$ cat src/rtl/keccak_arbiter_pkg.sv
// Shared keccak definitions: core word width, digest width and arbiter FSM states.
package pkg_keccak;

    localparam int IN_BUF_SIZE  = 64;
    localparam int DIGEST_WIDTH = 256;

    typedef enum logic [2:0] {
        ST_IDLE,
        ST_FEED,
        ST_LAST,
        ST_WAIT,
        ST_RESP,
        ST_CLR
    } arb_state_t;

endpackage

$ cat src/rtl/keccak_arbiter_if.sv
// Requester, response and core-side bundle of the keccak arbiter.
// slave = arbiter side, master = requesters/consumer/core side.
interface keccak_arbiter_if
    import pkg_keccak::*;
#(
    parameter int NUM_REQ = 2
);
    localparam int ID_W = $clog2(NUM_REQ);

    logic [NUM_REQ-1:0][IN_BUF_SIZE-1:0] req_din;
    logic [NUM_REQ-1:0]                  req_valid;
    logic [NUM_REQ-1:0]                  req_last;
    logic [NUM_REQ-1:0]                  req_ready;

    logic [DIGEST_WIDTH-1:0] resp_digest;
    logic [ID_W-1:0]         resp_id;
    logic                    resp_valid;
    logic                    resp_ready;
    logic                    resp_err;

    logic [IN_BUF_SIZE-1:0]  core_din;
    logic                    core_din_valid;
    logic                    core_last_block;
    logic                    core_reset;
    logic                    core_buffer_full;
    logic                    core_ready;
    logic                    core_dout_valid;
    logic [DIGEST_WIDTH-1:0] core_dout;

    modport slave (
        input  req_din, req_valid, req_last, resp_ready,
        input  core_buffer_full, core_ready, core_dout_valid, core_dout,
        output req_ready, resp_digest, resp_id, resp_valid, resp_err,
        output core_din, core_din_valid, core_last_block, core_reset
    );

    modport master (
        output req_din, req_valid, req_last, resp_ready,
        output core_buffer_full, core_ready, core_dout_valid, core_dout,
        input  req_ready, resp_digest, resp_id, resp_valid, resp_err,
        input  core_din, core_din_valid, core_last_block, core_reset
    );

endinterface

$ cat src/rtl/keccak_rr_pick.sv
// Combinational round-robin pick: first valid requester at or after rr_ptr, wrapping.
module keccak_rr_pick #(
    parameter int NUM_REQ = 2,
    parameter int ID_W    = $clog2(NUM_REQ)
) (
    input  logic [NUM_REQ-1:0] req_valid,
    input  logic [ID_W-1:0]    rr_ptr,
    output logic               found,
    output logic [ID_W-1:0]    grant_id
);

    int idx;

    // NOTE: every output gets a default before any branch so no path infers a latch.
    always_comb begin
        found    = 1'b0;
        grant_id = '0;
        idx      = 0;
        // Scan from the farthest offset down so the nearest valid requester wins.
        for (int i = NUM_REQ - 1; i >= 0; i--) begin
            idx = (int'(rr_ptr) + i) % NUM_REQ;
            if (req_valid[idx[ID_W-1:0]]) begin
                found    = 1'b1;
                grant_id = idx[ID_W-1:0];
            end
        end
    end

endmodule

$ cat src/rtl/keccak_arbiter.sv
// Round-robin scheduler sharing one keccak core between NUM_REQ message sources.
// Optional digest watchdog is built when KECCAK_ARB_TIMEOUT_EN is defined.
module keccak_arbiter
    import pkg_keccak::*;
#(
    parameter int NUM_REQ        = 2,
    parameter int TIMEOUT_CYCLES = 4096
) (
    input logic             clock,
    input logic             reset_n,
    keccak_arbiter_if.slave bus
);

    localparam int ID_W = $clog2(NUM_REQ);

    arb_state_t              state, next_state;
    logic [ID_W-1:0]         grant_id, rr_ptr, pick_id;
    logic                    pick_found, grant_load, capture, abort_wait, din_valid, timeout_hit;
    logic [NUM_REQ-1:0]      ready_vec;
    logic [DIGEST_WIDTH-1:0] resp_digest_q;
    logic [ID_W-1:0]         resp_id_q;

    keccak_rr_pick #(.NUM_REQ(NUM_REQ), .ID_W(ID_W)) u_pick (
        .req_valid (bus.req_valid),
        .rr_ptr    (rr_ptr),
        .found     (pick_found),
        .grant_id  (pick_id)
    );

    // NOTE: sequential state uses non-blocking assignments so all flops sample pre-edge values.
    always_ff @(posedge clock or negedge reset_n) begin
        if (!reset_n) state <= ST_IDLE;
        else          state <= next_state;
    end

    always_comb begin
        next_state  = state;
        ready_vec   = '0;
        din_valid   = 1'b0;
        grant_load  = 1'b0;
        capture     = 1'b0;
        abort_wait  = 1'b0;
        bus.core_last_block = 1'b0;
        case (state)
            ST_IDLE: if (pick_found) begin
                grant_load = 1'b1;
                next_state = ST_FEED;
            end
            ST_FEED: begin
                ready_vec[grant_id] = ~bus.core_buffer_full;
                din_valid = bus.req_valid[grant_id] & ~bus.core_buffer_full;
                if (din_valid && bus.req_last[grant_id]) next_state = ST_LAST;
            end
            ST_LAST: begin
                bus.core_last_block = 1'b1;
                next_state = ST_WAIT;
            end
            ST_WAIT: begin
                if (~bus.core_buffer_full & bus.core_ready & bus.core_dout_valid) begin
                    capture    = 1'b1;
                    next_state = ST_RESP;
                end else if (timeout_hit) begin
                    abort_wait = 1'b1;
                    next_state = ST_RESP;
                end
            end
            ST_RESP: if (bus.resp_ready) next_state = ST_CLR;
            ST_CLR:  next_state = ST_IDLE;
            default: next_state = ST_IDLE;
        endcase
    end

    always_ff @(posedge clock or negedge reset_n) begin
        if (!reset_n) begin
            grant_id      <= '0;
            rr_ptr        <= '0;
            resp_digest_q <= '0;
            resp_id_q     <= '0;
        end else begin
            if (grant_load) begin
                grant_id <= pick_id;
                rr_ptr   <= (pick_id == ID_W'(NUM_REQ - 1)) ? '0 : pick_id + ID_W'(1);
            end
            if (capture) begin
                resp_digest_q <= bus.core_dout;
                resp_id_q     <= grant_id;
            end else if (abort_wait) begin
                resp_digest_q <= '0;
                resp_id_q     <= grant_id;
            end
        end
    end

`ifdef KECCAK_ARB_TIMEOUT_EN
    logic [15:0] wait_cnt;
    logic        resp_err_q;

    // Counter is zero on the first WAIT cycle and counts WAIT cycles thereafter.
    always_ff @(posedge clock or negedge reset_n) begin
        if (!reset_n) begin
            wait_cnt   <= '0;
            resp_err_q <= 1'b0;
        end else begin
            if (state == ST_LAST)      wait_cnt <= '0;
            else if (state == ST_WAIT) wait_cnt <= wait_cnt + 16'd1;
            if (capture)         resp_err_q <= 1'b0;
            else if (abort_wait) resp_err_q <= 1'b1;
        end
    end

    assign timeout_hit  = (wait_cnt == 16'(TIMEOUT_CYCLES - 1));
    assign bus.resp_err = resp_err_q;
`else
    // Only the watchdog build consumes the timeout limit.
    localparam int timeout_unused = TIMEOUT_CYCLES;
    assign timeout_hit  = 1'b0;
    assign bus.resp_err = 1'b0;
`endif

    assign bus.req_ready      = ready_vec;
    assign bus.core_din       = bus.req_din[grant_id];
    assign bus.core_din_valid = din_valid;
    assign bus.core_reset     = ~reset_n | (state == ST_CLR);
    assign bus.resp_valid     = (state == ST_RESP);
    assign bus.resp_digest    = resp_digest_q;
    assign bus.resp_id        = resp_id_q;

endmodule

$ cat src/flat_wrapper.sv
// flat-port wrapper written by rule: the top's interface ports become plain ports
module keccak_arbiter_flat import pkg_keccak::*;
#(
    parameter int NUM_REQ        = 2,
    parameter int TIMEOUT_CYCLES = 4096
)
  (clock, reset_n, bus_req_din, bus_req_valid, bus_req_last, bus_resp_ready, bus_core_buffer_full, bus_core_ready, bus_core_dout_valid, bus_core_dout, bus_req_ready, bus_resp_digest, bus_resp_id, bus_resp_valid, bus_resp_err, bus_core_din, bus_core_din_valid, bus_core_last_block, bus_core_reset);
  keccak_arbiter_if #(.NUM_REQ(NUM_REQ)) bus_i ();
  input logic clock;
  input logic reset_n;
  input wire logic [$bits(bus_i.req_din)-1:0] bus_req_din;
  input wire logic [$bits(bus_i.req_valid)-1:0] bus_req_valid;
  input wire logic [$bits(bus_i.req_last)-1:0] bus_req_last;
  input wire logic [$bits(bus_i.resp_ready)-1:0] bus_resp_ready;
  input wire logic [$bits(bus_i.core_buffer_full)-1:0] bus_core_buffer_full;
  input wire logic [$bits(bus_i.core_ready)-1:0] bus_core_ready;
  input wire logic [$bits(bus_i.core_dout_valid)-1:0] bus_core_dout_valid;
  input wire logic [$bits(bus_i.core_dout)-1:0] bus_core_dout;
  output wire logic [$bits(bus_i.req_ready)-1:0] bus_req_ready;
  output wire logic [$bits(bus_i.resp_digest)-1:0] bus_resp_digest;
  output wire logic [$bits(bus_i.resp_id)-1:0] bus_resp_id;
  output wire logic [$bits(bus_i.resp_valid)-1:0] bus_resp_valid;
  output wire logic [$bits(bus_i.resp_err)-1:0] bus_resp_err;
  output wire logic [$bits(bus_i.core_din)-1:0] bus_core_din;
  output wire logic [$bits(bus_i.core_din_valid)-1:0] bus_core_din_valid;
  output wire logic [$bits(bus_i.core_last_block)-1:0] bus_core_last_block;
  output wire logic [$bits(bus_i.core_reset)-1:0] bus_core_reset;
  assign bus_i.req_din = bus_req_din;
  assign bus_i.req_valid = bus_req_valid;
  assign bus_i.req_last = bus_req_last;
  assign bus_i.resp_ready = bus_resp_ready;
  assign bus_i.core_buffer_full = bus_core_buffer_full;
  assign bus_i.core_ready = bus_core_ready;
  assign bus_i.core_dout_valid = bus_core_dout_valid;
  assign bus_i.core_dout = bus_core_dout;
  assign bus_req_ready = bus_i.req_ready;
  assign bus_resp_digest = bus_i.resp_digest;
  assign bus_resp_id = bus_i.resp_id;
  assign bus_resp_valid = bus_i.resp_valid;
  assign bus_resp_err = bus_i.resp_err;
  assign bus_core_din = bus_i.core_din;
  assign bus_core_din_valid = bus_i.core_din_valid;
  assign bus_core_last_block = bus_i.core_last_block;
  assign bus_core_reset = bus_i.core_reset;
  keccak_arbiter #(.NUM_REQ(NUM_REQ), .TIMEOUT_CYCLES(TIMEOUT_CYCLES)) u_core (.clock(clock), .reset_n(reset_n), .bus(bus_i));
endmodule
$ cat config.mk
export PLATFORM = sky130hd
export DESIGN_NAME = keccak_arbiter_flat
export DESIGN_NICKNAME = d
export VERILOG_FILES = /design/src/rtl/keccak_arbiter_pkg.sv /design/src/rtl/keccak_arbiter_if.sv /design/src/rtl/keccak_rr_pick.sv /design/src/rtl/keccak_arbiter.sv /design/src/flat_wrapper.sv
export SDC_FILE = /design/constraint.sdc
export NUM_CORES = 1
export LEC_CHECK = 0
export CAP_MARGIN = 10
export CORE_AREA = 2 2 278 280
export DETAILED_ROUTE_END_ITERATION = 8
export DIE_AREA = 0 0 280 282
export SYNTH_ARGS = -nofsm -noshare
export SYNTH_HDL_FRONTEND = slang
export SYNTH_SLANG_ARGS = --single-unit
$ cat constraint.sdc
create_clock -name clock -period 2.4 [get_ports clock]
set_input_delay 0.24 -clock clock [delete_from_list [all_inputs] [get_ports clock]]
set_output_delay 0.24 -clock clock [all_outputs]
set_load 0.02 [all_outputs]
* After elaboration in Yosys (flattened, before gate mapping)
Index checks and enable logic that the tools add are counted.
** Storage, ports and cells
- Bits in registers :: 262
- Word-level logic and storage cells :: 62
- Output and inout bits :: 328
** Cells by class
- Equal/unequal tests :: 9
- Magnitude comparators :: 4
- Add/sub/neg operators :: 2
- Reduce and logical (&&, ||, !) cells :: 4
- Muxes and demuxes :: 31
- Bitwise logic cells :: 7
** Operator list (number)
- $mux 256 :: 1
- $mux 64 :: 2
- $mux 1 :: 21
- $pmux 3 s5 :: 1
- $mux 3 :: 4
- $eq 3x2->1 const B :: 2
- $eq 3x3->1 const B :: 2
- $lt 1x2->1 const B :: 3
- $ne 2x1->1 const B :: 3
- $reduce_and 4->1 :: 1
- $and 1x1->1 :: 3
- $eq 3x1->1 const B :: 1
- $logic_not 3->1 :: 1
- $add 1x1->1 const B :: 2
- $and 2x2->2 :: 1
- $logic_and 1x1->1 :: 2
- $mux 2 :: 1
- $ne 2x2->1 const B :: 1
- $not 1->1 :: 2
- $demux 1 s1 :: 1
- $ge 1x1->1 const B :: 1
- $or 1x1->1 :: 1

* Longest topological paths before layout
Gate-level depths: netlist of run 1.
- Depth after elaboration :: 7
- Gate-level depth with buffers :: 6

* Modules after synthesis
Synthesis of run 1 repeated with hierarchy kept, for this count alone.
** Unflattened totals
- Cell total of the unflattened synthesis :: 650
- Area total of the unflattened synthesis :: 10742.8 um^2
** By module, submodules not included
- keccak_arbiter :: sequential area each 6556.3 um^2, times used 1, cells an instance 647, area an instance 10725.3 um^2
- keccak_rr_pick :: sequential area each 0.0 um^2, times used 1, cells an instance 3, area an instance 17.5 um^2

* Least setup slack after synthesis of run 1
Ideal clock, no wire load.
- Path kind :: register to output
- Start point :: register u_core.grant_id
- End point :: output bus_core_din[13]
- Required time :: 2160 ps
- Buffers on the path :: 3
- Slack :: 825 ps
- Cell stages (with the launch flop) :: 5
- Arrival :: 1335 ps
- Cell sequence :: dfrtp_1 > clkbuf_1 > buf_2 > buf_2 > mux2_2
** Between the ends
- Longest elaborated chain between the ends :: 2
** Ends and longest elaborated chain
- start, declared :: RTL line keccak_arbiter.sv:17 : logic [ID_W-1:0] grant_id, rr_ptr, pick_id;
- start signal, assigned :: RTL line keccak_arbiter.sv:81 : grant_id <= pick_id;
- $mux 64 (implied by the code) (2 in series) :: RTL line keccak_arbiter.sv:121 : assign bus.core_din = bus.req_din[grant_id];
- end, declared :: RTL line flat_wrapper.sv:24 : output wire logic [$bits(bus_i.core_din)-1:0] bus_core_din;
Every way passes these cells. The select of a mux whose other input is x is not followed.

* Worst setup path after layout of run 1
- Start point :: register u_core.grant_id
- End point :: output bus_core_din[15]
The elaborated chain is that of the path after synthesis.

==> results.py, run 1 <==
metrics = {
    "finish": {
        "fillers": 7670,
        "final_area_mm2": 0.0211,
        "finalNetCount": 1809,
        "multi_input_area_mm2": 0.00461,
        "drive_above_1_share_pct": 29.2,
        "areaGrowthSynthToFinish_pct": 80.0,
        "regArea_mm2": 0.00656,
        "final_cells": 2416,
    },
    "synthesis": {
        "syn_area_per_cell_um2": 17.9,
        "async_reset_ff_share_pct": 100,
        "ys_ff_latch": 262,
        "postSynthCellCount": 654,
        "synthesis.area_mm2": 0.0117,
        "synth_cell_types": 31,
        "syn-num-nets": 1048,
        "yosysSeqAreaShare_pct": 56.0,
        "synth-edff-count": 0,
        "synth_flop_cell": "dfrtp_1",
        "yosysWarnings": 0,
    },
    "place": {
        "io_buffer_count": 720,
        "gp_congestion": 0.777,
        "placed_cell_area_mm2": 0.0200,
        "dp_hpwl_um": 44000,
        "dpl.cell_count": 2354,
    },
    "critical_path": {
        "worst_setup_path_end_kind": "output port",
        "path_class": "flip-flop to output port",
        "setup.worst_path.start_class": "flip-flop",
        "crit_path_max_fanout": 12,
        "cp.arrival_ps": 2080,
        "critPathRequiredTime_ps": 2160,
    },
    "drt": {
        "drt_first_pass_iters": 4,
        "drc_errors": 0,
        "ant_nets": 0,
        "initialDrtViolationCount": 245,
        "viasPerCell": 3.59,
        "avgRoutedWirePerCell_um": 21.9,
        "drt-total-wl_um": 52800,
        "vias": 8670,
    },
    "power": {
        "p_leak_uw": 0.00886,
        "powerDensity_mw_per_mm2": 1280,
        "ir_worst_vdd_mv": 0.457,
    },
    "clocking": {
        "cts_num_sinks": 262,
        "numCtsBuffers": 34,
        "clkLatencyLatePin_ps": 550,
        "cts_tree": "yes",
        "ctsLongestPathBuffers": 3,
        "cts.htree.levels": 2,
        "clk_pin_slew_ps": 60,
        "clockRootBuffer": "clkbuf_16",
    },
    "timing": {
        "drv_slew": 0,
        "finalCritPeriodShare_pct": 96.5,
        "timing.final.hold_violations": 0,
        "rsz0062_at_grt": "false",
        "setup_viol": 0,
        "slew_headroom_pct": 47.7,
        "fin_skew_ps": 29.1,
        "post-route-min-period_ps": 2320,
        "tightest_slew_ps": 785,
        "fmax_ghz": 0.432,
    },
    "die": {
        "die_y_um": 282,
        "die_w_um": 280,
        "io_pins": 722,
        "rows": 101,
        "initial_core_util_pct": 15.5,
        "core-area_mm2": 0.0757,
        "dieArea_mm2": 0.0790,
    },
    "flow_run": {
        "maxCapViolations": 0,
    },
    "grt": {
        "grt_remaining_overflow": 0,
        "grt_pass1_vias": 9572,
        "grt_pass1_wl_um": 71800,
        "antenna_found_initial": 15,
        "grt_max_degree": 132,
        "track_usage_pct": 12.8,
    },
    "run_status": {
        "status": "finished, final reports clean",
    },
    "worst_hold_path": {
        "hold_class": "input pin to async pin",
    },
}
-- final timing paths --
| path | from | to | slack [ps] | cells past startpoint |
|---|---|---|---|---|
| max in group asynchronous | reset_n | u_core.bus.resp_digest[117] | 1160 | 3 |
| setup / recovery | u_core.grant_id | bus_core_din[15] | 80 | 3 |
| setup reg to reg | u_core.state[0] | u_core.bus.resp_digest[215] | 420 | 6 |
| hold reg to reg | u_core.bus.resp_digest[215] | u_core.bus.resp_digest[215] | 500 | 1 |
| min in group clock | bus_core_dout[164] | u_core.bus.resp_digest[164] | 310 | 2 |
| hold / removal | reset_n | u_core.bus.resp_digest[55] | 170 | 2 |
-- synth_stat cells, types with 2 or more instances --
library cell,number,area [µm²]
a21oi_1,2,10.0
a31oi_1,2,12.5
and3_1,2,12.5
buf_12,22,440
buf_2,7,35.0
buf_4,4,30.0
buf_6,3,33.8
clkbuf_1,3,11.3
dfrtp_1,262,6560
mux2_2,121,1360
mux2_4,200,3000
nand2_1,4,15.0
nor2_1,3,11.3
nor3b_1,2,15.0
-- cell type report --
class / count / area share [%]
antenna: 3 / 0.0356
sequential: 262 / 31.1
timing repair buffer: 764 / 36.0
tap: 978 / 5.81
multi-input combinational: 353 / 21.9
clock buffer: 50 / 4.61
clock inverter: 6 / 0.505
-- state kept, by name (all words and copies together), names as in the netlist --
register,cells
u_core.rr_ptr,1
u_core.bus.resp_id,1
u_core.state,3
u_core.bus.resp_digest,256
u_core.grant_id,1
-- routing by layer --
layer  up-vias  track usage (%)  share of wire, %
li1       3854                -                 -
met3        92             4.33               8.7
met5         -                0              0.24
met4        20             6.33               5.1
met2       473             23.7                52
met1      4231             12.6                34
-- metrics by stage --
stage	util [%]	TNS, ps	setup WS (ps)	total power, µW	hold WS, ps
2_1_floorplan	-	0	825	14800	-55.6
3_3_place_gp	26.4	-252	-81.5	22400	142
3_5_place_dp	26.4	-259	-46.4	22500	146
4_1_cts	27.8	-6.69	-6.69	27500	142
5_1_grt	27.8	0	21.7	28300	167
6_report	27.8	0	84.9	27000	172
-- logic make-up (layout without fill, tap and decap cells) --
group                  count (synthesis)  in the layout  share of synthesized area [%]
DFF                                  262            262                           56.0
and+or+nand+nor                       22             22                           1.42
AOI/OAI and AO/OA                      8              8                          0.428
other                                  1              4                         0.0320
buffers and inverters                 39            820                           4.70
muxes                                322            322                           37.4
-- timing repair --
action / in CTS / in global routing
buffers inserted: 1 / 1
endpoints found under the hold margin: 30 / 0
hold buffers: 1 / 0
resized for setup: 66 / 2
endpoints found under the setup margin: 64 / 2
-- cells in the final DEF, fill, tap and decap left out, drive strengths merged --
master,n
nand3b,1
nand2b,2
and3b,1
o22ai,1
dlygate4sd3,1
diode,3
a31oi,2
nor3,1
or2,1
dlygate4sd2,62
nand4b,2
dlymetal6s2s,2
clkinv,5
conb,1
clkbuf,50
nor2,4
buf,45
nor2b,1
mux2i,1
bufinv,1
nand2,4
a21oi,2
a31o,1
clkdlybuf4s50,654
and3,2
a211oi,1
nor3b,2
nor4,1
mux2,321
o21ai,1
dfrtp,262
-- power by group --
part	total [µW]	leakage, µW	internal, µW	switching, µW
logic	14100	0.00510	7630	6420
clock network	4960	0.000521	2930	2030
registers	7950	0.00324	6600	1350
-- critical path, stage by stage, from the launching register on --
cell	delay, ps
dfrtp_4	550
buf_12	170
mux2_2	220
clkdlybuf4s50_1	620
(Power assumes the default switching activity.)
==> inputs of run 2 (changes only) <==
--- a/config.mk
+++ b/config.mk
@@ -5,10 +5,11 @@
 export SDC_FILE = /design/constraint.sdc
 export NUM_CORES = 1
 export LEC_CHECK = 0
+export ABC_CLOCK_PERIOD_IN_PS = 2100
 export CAP_MARGIN = 10
-export CORE_AREA = 2 2 278 280
+export CORE_AREA = 2 2 284 286
 export DETAILED_ROUTE_END_ITERATION = 8
-export DIE_AREA = 0 0 280 282
+export DIE_AREA = 0 0 286 288
 export SYNTH_ARGS = -nofsm -noshare
 export SYNTH_HDL_FRONTEND = slang
 export SYNTH_SLANG_ARGS = --single-unit
==> constraint.sdc (replaced) <==
create_clock -name clock -period 2.1 [get_ports clock]
set_input_delay 0.525 -clock clock [delete_from_list [all_inputs] [get_ports clock]]
set_output_delay 0.525 -clock clock [all_outputs]
set_load 0.02 [all_outputs]
==> results.py, run 2 (synthesis gave the netlist of run 1 again) <==
metrics = {
    "timing": {
        "final.setup.worst_slack_ps": -340,
        "timing.final.hold_violations": 0,
        "post-route-min-period_ps": 2440,
        "drv_slew": 0,
        "tightest_slew_ps": 868,
        "fin_skew_ps": 36.5,
        "slew_headroom_pct": 41.5,
        "fmax_ghz": 0.410,
        "finalCritPeriodShare_pct": 116,
        "setup_viol": 70,
        "holdWs_ps": 350,
        "rsz0062_at_grt": "true",
    },
    "place": {
        "gp_congestion": 0.867,
        "io_buffer_count": 720,
        "dp_hpwl_um": 46900,
    },
    "clocking": {
        "cts_num_sinks": 262,
        "cts.htree.levels": 1,
        "ctsLongestPathBuffers": 3,
        "clockRootBuffer": "clkbuf_16",
        "clkLatencyLatePin_ps": 600,
        "cts_tree": "yes",
        "clk_pin_slew_ps": 60,
        "numCtsBuffers": 30,
    },
    "critical_path": {
        "path_class": "flip-flop to output port",
        "r2r_setup_slack_ps": 190,
        "cpPeakStageDelay_ps": 430,
        "crit_path_max_fanout": 20,
        "worst_setup_path_end_kind": "output port",
        "cp.arrival_ps": 1910,
        "critPathRequiredTime_ps": 1570,
        "path_cells": "buf_8 -> mux2_2 -> dlygate4sd2_1",
        "crit_slowest_cell": "dfrtp_2",
        "setup.worst_path.start_class": "flip-flop",
    },
    "finish": {
        "finalNetCount": 1845,
        "regArea_mm2": 0.00656,
        "largest_reg_flops": 256,
        "final_common_cell": "clkdlybuf4s50_1",
        "areaGrowthSynthToFinish_pct": 82.5,
        "layout_common_cells": "394 x clkdlybuf4s50_1, 258 x dfrtp_1, 233 x dlygate4sd2_1",
        "drive_above_1_share_pct": 36.7,
        "multi_input_area_mm2": 0.00469,
        "fillers": 8279,
    },
    "drt": {
        "avgRoutedWirePerCell_um": 22.3,
        "drt-total-wl_um": 56600,
        "viasPerCell": 3.54,
        "vias": 8969,
        "drt_first_pass_iters": 4,
        "ant_nets": 0,
        "drc_errors": 0,
        "initialDrtViolationCount": 180,
    },
    "die": {
        "rows": 104,
        "core-area_mm2": 0.0796,
        "dieArea_mm2": 0.0824,
        "die_y_um": 288,
        "die_w_um": 286,
        "io_pins": 722,
        "initial_core_util_pct": 14.7,
    },
    "run_status": {
        "status": "complete, but fails checks",
        "violations": "setup timing",
    },
    "grt": {
        "antenna_found_initial": 23,
        "grt_pass1_vias": 9809,
        "grt_remaining_overflow": 0,
        "track_usage_pct": 13.1,
        "grt_pass1_wl_um": 76400,
        "grt_max_degree": 102,
    },
    "power": {
        "powerDensity_mw_per_mm2": 1390,
        "ir_worst_vdd_mv": 0.535,
        "power.total_uw": 29700,
        "p_leak_uw": 0.00991,
    },
    "worst_hold_path": {
        "hold_class": "input pin to async pin",
    },
    "flow_run": {
        "maxCapViolations": 0,
    },
}
run 2: cell count changes in the layout (fill, tap and decap cells not counted), sizes merged, moves of 3 or more:
| cell | delta |
|---|---|
| clkdlybuf4s50 | -260 |
| dlygate4sd2 | +171 |
| buf | +103 |
| dlymetal6s2s | +21 |
| clkbuf | -12 |
| clkinv | +5 |
| clkinvlp | +4 |
| bufinv | +3 |
run 2: power by group:
group	internal (µW)	switching [µW]
Combinational	7770	7460
Sequential	7530	1480
Clock	3170	2310
Total	18500	11200
run 2: repair_timing:
| item | CTS | global route |
|---|---|---|
| gates cloned | 2 | 0 |
| resized for setup | 478 | 49 |
| pin swaps | 6 | 0 |
| buffers inserted | 10 | 3 |
| endpoints found under the setup margin | 293 | 96 |
| hold buffers | 1 | 0 |
| endpoints found under the hold margin | 23 | 0 |
run 2: layout make-up:
type | instances | area share (%)
Antenna cell | 2 | 0.0234
Timing Repair Buffer | 804 | 36.3
Clock buffer | 35 | 3.65
Tap cell | 1060 | 6.21
Sequential cell | 262 | 30.7
Clock inverter | 20 | 1.12
Multi-Input combinational cell | 353 | 22.0
run 2: worst paths after layout:
check | from | end | cells after the start
worst min register to register | u_core.bus.resp_digest[221] | u_core.bus.resp_digest[221] | 1
worst min-delay path | reset_n | u_core.bus.resp_digest[68] | 2
worst max-delay path | u_core.grant_id | bus_core_din[0] | 3
min in group clock | u_core.bus.resp_digest[221] | u_core.bus.resp_digest[221] | 1
max in group asynchronous | reset_n | u_core.bus.resp_digest[53] | 3
worst max register to register | u_core.state[1] | u_core.bus.resp_digest[49] | 6
run 2: per-layer routing:
metal	wire length (µm)	global-route usage [%]	share of wire [%]	up-vias
li1	-	-	-	3933
met1	19900	13.5	35	4453
met2	29900	24.7	53	474
met3	5810	5.44	10	85
met4	844	2.32	1.5	24
met5	161	0	0.28	-
run 2: per-stage QoR:
stage | cell area (µm²) | std cells | utilization (%) | worst slack [ps] | TNS [ps]
after floorplan | 11700 | 654 | - | 240 | 0
after global placement | 20300 | 2463 | 25.5 | -378 | -76050
after detailed placement | 20300 | 2463 | 25.5 | -392 | -78030
after CTS | 21200 | 2531 | 26.7 | -430 | -20550
after global routing | 21400 | 2534 | 26.8 | -415 | -21660
final | 21400 | 2536 | 26.8 | -340 | -16470
run 2: worst max-delay path: cells and delay by family, from the launching register on:
family	cells	cell delay [ps]
multiplexers	1	380
buffers and inverters	2	530
flip-flops	1	430
